## src/rtl/trdb_branch_map.sv

```systemverilog
// trdb_branch_map
//   Collects conditional-branch outcomes of retired instructions into a bit
//   map (bit k = k-th recorded branch, 1 = not taken) for the trace encoder.
//   When the priority stage emits a packet (flush_i) the current map and
//   count are copied into snapshot registers and the live map restarts.
//
// Ports
//   clk_i           in   clock, rising edge
//   rst_i           in   synchronous active-high reset
//   valid_i         in   retired instruction presented
//   branch_i        in   instruction is a conditional branch
//   taken_i         in   branch outcome, 1 = taken
//   flush_i         in   packet emitted this cycle, consume the map
//   branch_map_o    out  live branch map
//   branches_o      out  live branch count
//   is_empty_o      out  branches_o == 0
//   is_full_o       out  branches_o == MAP_LEN
//   snap_valid_o    out  one-cycle pulse after a flush
//   snap_map_o      out  map captured at the last flush
//   snap_branches_o out  count captured at the last flush
//   overflow_o      out  sticky: a branch was dropped on a full map
module trdb_branch_map #(
  parameter int MAP_LEN = 31,
  parameter int CNT_W   = 5
) (
  input  logic               clk_i,
  input  logic               rst_i,
  input  logic               valid_i,
  input  logic               branch_i,
  input  logic               taken_i,
  input  logic               flush_i,
  output logic [MAP_LEN-1:0] branch_map_o,
  output logic [CNT_W-1:0]   branches_o,
  output logic               is_empty_o,
  output logic               is_full_o,
  output logic               snap_valid_o,
  output logic [MAP_LEN-1:0] snap_map_o,
  output logic [CNT_W-1:0]   snap_branches_o,
  output logic               overflow_o
);

  localparam logic [MAP_LEN-1:0] MAP_ONE = MAP_LEN'(1);
  localparam logic [CNT_W-1:0]   CNT_MAX = CNT_W'(MAP_LEN);

  logic [MAP_LEN-1:0] branch_map, map_nxt, new_bit;
  logic [CNT_W-1:0]   branches, cnt_nxt;
  logic               overflow, ovf_nxt;
  logic               snap_valid;
  logic [MAP_LEN-1:0] snap_map;
  logic [CNT_W-1:0]   snap_branches;
  logic               record, full;

  assign record  = valid_i && branch_i;
  assign full    = (branches == CNT_MAX);
  // Stored polarity is inverted: a set bit marks a not-taken branch.
  assign new_bit = taken_i ? '0 : MAP_ONE;

  always_comb begin
    map_nxt = branch_map;
    cnt_nxt = branches;
    ovf_nxt = overflow;
    if (flush_i) begin
      // A branch arriving with the flush starts the next map; it never
      // lands in the snapshot, so a full map cannot overflow here.
      map_nxt = record ? new_bit : '0;
      cnt_nxt = record ? CNT_W'(1) : '0;
    end else if (record) begin
      if (!full) begin
        map_nxt = branch_map | (new_bit << branches);
        cnt_nxt = branches + CNT_W'(1);
      end else begin
        ovf_nxt = 1'b1;
      end
    end
  end

  always_ff @(posedge clk_i) begin
    if (rst_i) begin
      branch_map    <= '0;
      branches      <= '0;
      overflow      <= 1'b0;
      snap_valid    <= 1'b0;
      snap_map      <= '0;
      snap_branches <= '0;
    end else begin
      branch_map <= map_nxt;
      branches   <= cnt_nxt;
      overflow   <= ovf_nxt;
      snap_valid <= flush_i;
      if (flush_i) begin
        snap_map      <= branch_map;
        snap_branches <= branches;
      end
    end
  end

  assign branch_map_o    = branch_map;
  assign branches_o      = branches;
  assign is_empty_o      = (branches == '0);
  assign is_full_o       = full;
  assign snap_valid_o    = snap_valid;
  assign snap_map_o      = snap_map;
  assign snap_branches_o = snap_branches;
  assign overflow_o      = overflow;

endmodule

```

## config.mk

```make
export PLATFORM = sky130hd
export DESIGN_NAME = trdb_branch_map
export DESIGN_NICKNAME = d
export VERILOG_FILES = /design/src/rtl/trdb_branch_map.sv
export SDC_FILE = /design/constraint.sdc
export NUM_CORES = 1
export LEC_CHECK = 0
export BUFFER_PORTS_ARGS = -buffer_cell sky130_fd_sc_hd__buf_2
export CORE_UTILIZATION = 45
export CTS_BUF_LIST = sky130_fd_sc_hd__clkbuf_4 sky130_fd_sc_hd__clkbuf_8 sky130_fd_sc_hd__clkbuf_16
export DETAILED_ROUTE_END_ITERATION = 6
export GPL_TIMING_DRIVEN = 0
export PLACE_DENSITY = 0.7
export SYNTH_ARGS = -nofsm -noshare
export SYNTH_HDL_FRONTEND = slang
export SYNTH_SLANG_ARGS = --single-unit
```

## constraint.sdc

```tcl
create_clock -name clk_i -period 2.26 [get_ports clk_i]
set_clock_uncertainty 0.2 [all_clocks]
set_input_delay 0.452 -clock clk_i [delete_from_list [all_inputs] [get_ports clk_i]]
set_output_delay 0.452 -clock clk_i [all_outputs]
set_load 0.02 [all_outputs]
```

==> reports/metrics.yaml <==
status:
  outcome: "completed"
clock_tree:
  cts_buffer_depth: 2
  cts_buffers: 9
  cts_setup_buffers: 0
  cts_resized: 0
  clockRootBuffer: "clkbuf_8"
  holdBufCountCts: 0
  clk_pin_slew_ns: 0.08
  h-tree-depth: 3
  clock_latency_ns: 0.34
  clock_sinks: 74
  tritoncts: "yes"
floorplanning:
  core_area_um2: 6386
  ios: 82
  die_area_um2: 6952
  die-height_um: 83.38
  initial_core_util: 0.4667
  fp.dieW_um: 83.38
  rows: 29
place:
  io_buffers: 80
  placed_cells: 466
  dp_hpwl_um: 4635
  gp_congestion: 0.8324
  placed_cell_area_um2: 3477
global_routing:
  antenna_found_initial: 0
  grt.overflow.total: 0
  grt_max_degree: 13
  grt_pass1_vias: 2228
  grt_usage: 0.1956
  grt_pass1_wl_um: 10610
route:
  wl_per_cell_um: 13.35
  wl_um: 6433
  drc: 0
  drtIter0Drc: 73
  viasPerCell: 5.037
  drt-pass1-iter-count: 4
  drtAntennaViolNets: 0
  via_count: 2428
power:
  p_leak_nw: 1.687
  power_density_nw_per_um2: 694.9
  ir_drop_mv: 0.3657
timing:
  fin_crit_sh: 0.9638
  hold_viol: 0
  period_needed_ns: 2.178
  fin_setup_tns_ns: 0
  rsz0062_at_grt: "no"
  finalSetupViolations: 0
  tightest_slew_ns: 0.4860
  slew_headroom: 0.6760
  drv_slew: 0
  max_freq_mhz: 459.1
layout:
  drive_gt1_frac: 0.3062
  postLayoutCellArea_um2: 3714
  n_antenna_cell: 0
  fillerInstances: 604
  final_cells: 482
  areaGrowthSynthToFinish_pct: 24.60
  nets: 409
critical_path:
  crit_path_end_kind: "output pin"
  arrival_ns: 1.53
  cp_data_required_time_ns: 1.61
  reg2reg_slack_ns: 0.22
  cp_max_fo: 10
  crit_path_start_kind: "flop"
  critPathKind: "flop to output pin"
synth:
  avgSynthCellArea_um2: 9.645
  yosys-top-cells-area: "dfxtp_1, mux2i_1, o211ai_1"
  ys_seq_elements: 74
  yosysUniqueCellTypes: 31
  syn_area_um2: 2980
  ys_seq_area_frac: 0.4971
  synth_top_area_share: 0.4971
  yosysMostFrequentCell: "dfxtp_1"
  synthArstFlopShare: 0
  synth_edf_count: 0
  yosys_most_used_dff: "dfxtp_1"
  synth_warnings: 0
  synth_nets: 318
  postSynthCellCount: 309
  synth_common_cells: "dfxtp_1, nor2_1, mux2i_1"
  yosysTopAreaCell: "dfxtp_1"
flow_run:
  maxCapViolations: 0
hold_path:
  hp-class: "primary input to flop"
-- area by class of cell --
| cell class | count | area, um2 | area share |
|---|---|---|---|
| Buffer | 26 | 163.9 | 0.04414 |
| Clock buffer | 11 | 145.1 | 0.03908 |
| Clock inverter | 5 | 77.57 | 0.02089 |
| Inverter | 33 | 123.9 | 0.03336 |
| Multi-Input combinational cell | 176 | 1225 | 0.3299 |
| Sequential cell | 74 | 1481 | 0.3989 |
| Tap cell | 77 | 96.34 | 0.02594 |
| Timing Repair Buffer | 80 | 400.4 | 0.1078 |
-- kinds of logic after synthesis --
group | count (synthesis) | share of synthesized area
simple gates | 68 | 0.1297
fa+ha+maj | 3 | 0.01260
xor+xnor | 1 | 0.002939
buf+inv | 59 | 0.09487
mux | 36 | 0.1209
flops | 74 | 0.4971
compound gates | 68 | 0.1419
-- power by group --
group          leakage, nW  internal (W)  switching [W]
Clock                0.113      0.000660       0.000478
Sequential           0.596       0.00131     0.00000256
Combinational        0.978     0.0000448      0.0000887
-- sequential cells by signal, indices dropped and copies added (netlist names) --
name and flops:
branch_map_o 31, branches_o 5, overflow_o 1, snap_branches_o 5
snap_map_o 31, snap_valid_o 1
-- worst max-delay path, cell delays in order, from the launching register on --
cell     delay, ns
dfxtp_1       0.34
buf_2         0.20
nor3_4        0.30
and2_1        0.17
buf_2         0.16
-- cells in the final DEF (no fill, tap or decap), drive strengths merged --
| cell type | n |
|---|---|
| a21oi | 34 |
| a31oi | 1 |
| a41oi | 1 |
| and2 | 1 |
| and3 | 2 |
| and3b | 5 |
| buf | 99 |
| bufinv | 2 |
| clkbuf | 18 |
| clkinv | 2 |
| clkinvlp | 1 |
| dfxtp | 74 |
| ha | 3 |
| inv | 33 |
| mux2i | 36 |
| nand2 | 5 |
| nand3 | 2 |
| nand3b | 1 |
| nand4 | 1 |
| nand4b | 2 |
| nor2 | 40 |
| nor3 | 2 |
| nor3b | 5 |
| o211ai | 31 |
| o21ai | 1 |
| or2 | 1 |
| or3 | 1 |
| xor2 | 1 |
-- final timing paths --
path,to,depth (start not counted),startpoint
worst max-delay path,is_empty_o,4,branches_o[4]
worst min-delay path,branches_o[0],3,branch_i
worst max register to register,branch_map_o[17],8,branches_o[2]
worst min register to register,branch_map_o[29],2,branch_map_o[29]
-- metrics by stage --
step | worst slack, ns | util | hold slack (ns) | power, W
after detailed placement | 0.1614 | 0.5445 | 0.2556 | 0.001474
final | 0.08189 | 0.5815 | 0.2404 | 0.002581
after CTS | 0.0004662 | 0.5794 | 0.2240 | 0.002608
after global routing | 0.0006530 | 0.5815 | 0.2626 | 0.002669
after global placement | 0.1667 | 0.5445 | 0.2529 | 0.001472
after floorplan | 0.09092 | - | 0.3329 | 0.001436
-- per-layer routing --
metal,wire length [um],GRT usage,up-vias
met5,0,0,-
met2,2979,0.3137,75
li1,-,-,1235
met4,77,0.08934,0
met3,382,0.04970,6
met1,2995,0.2473,1112
(Power assumes the default switching activity.)
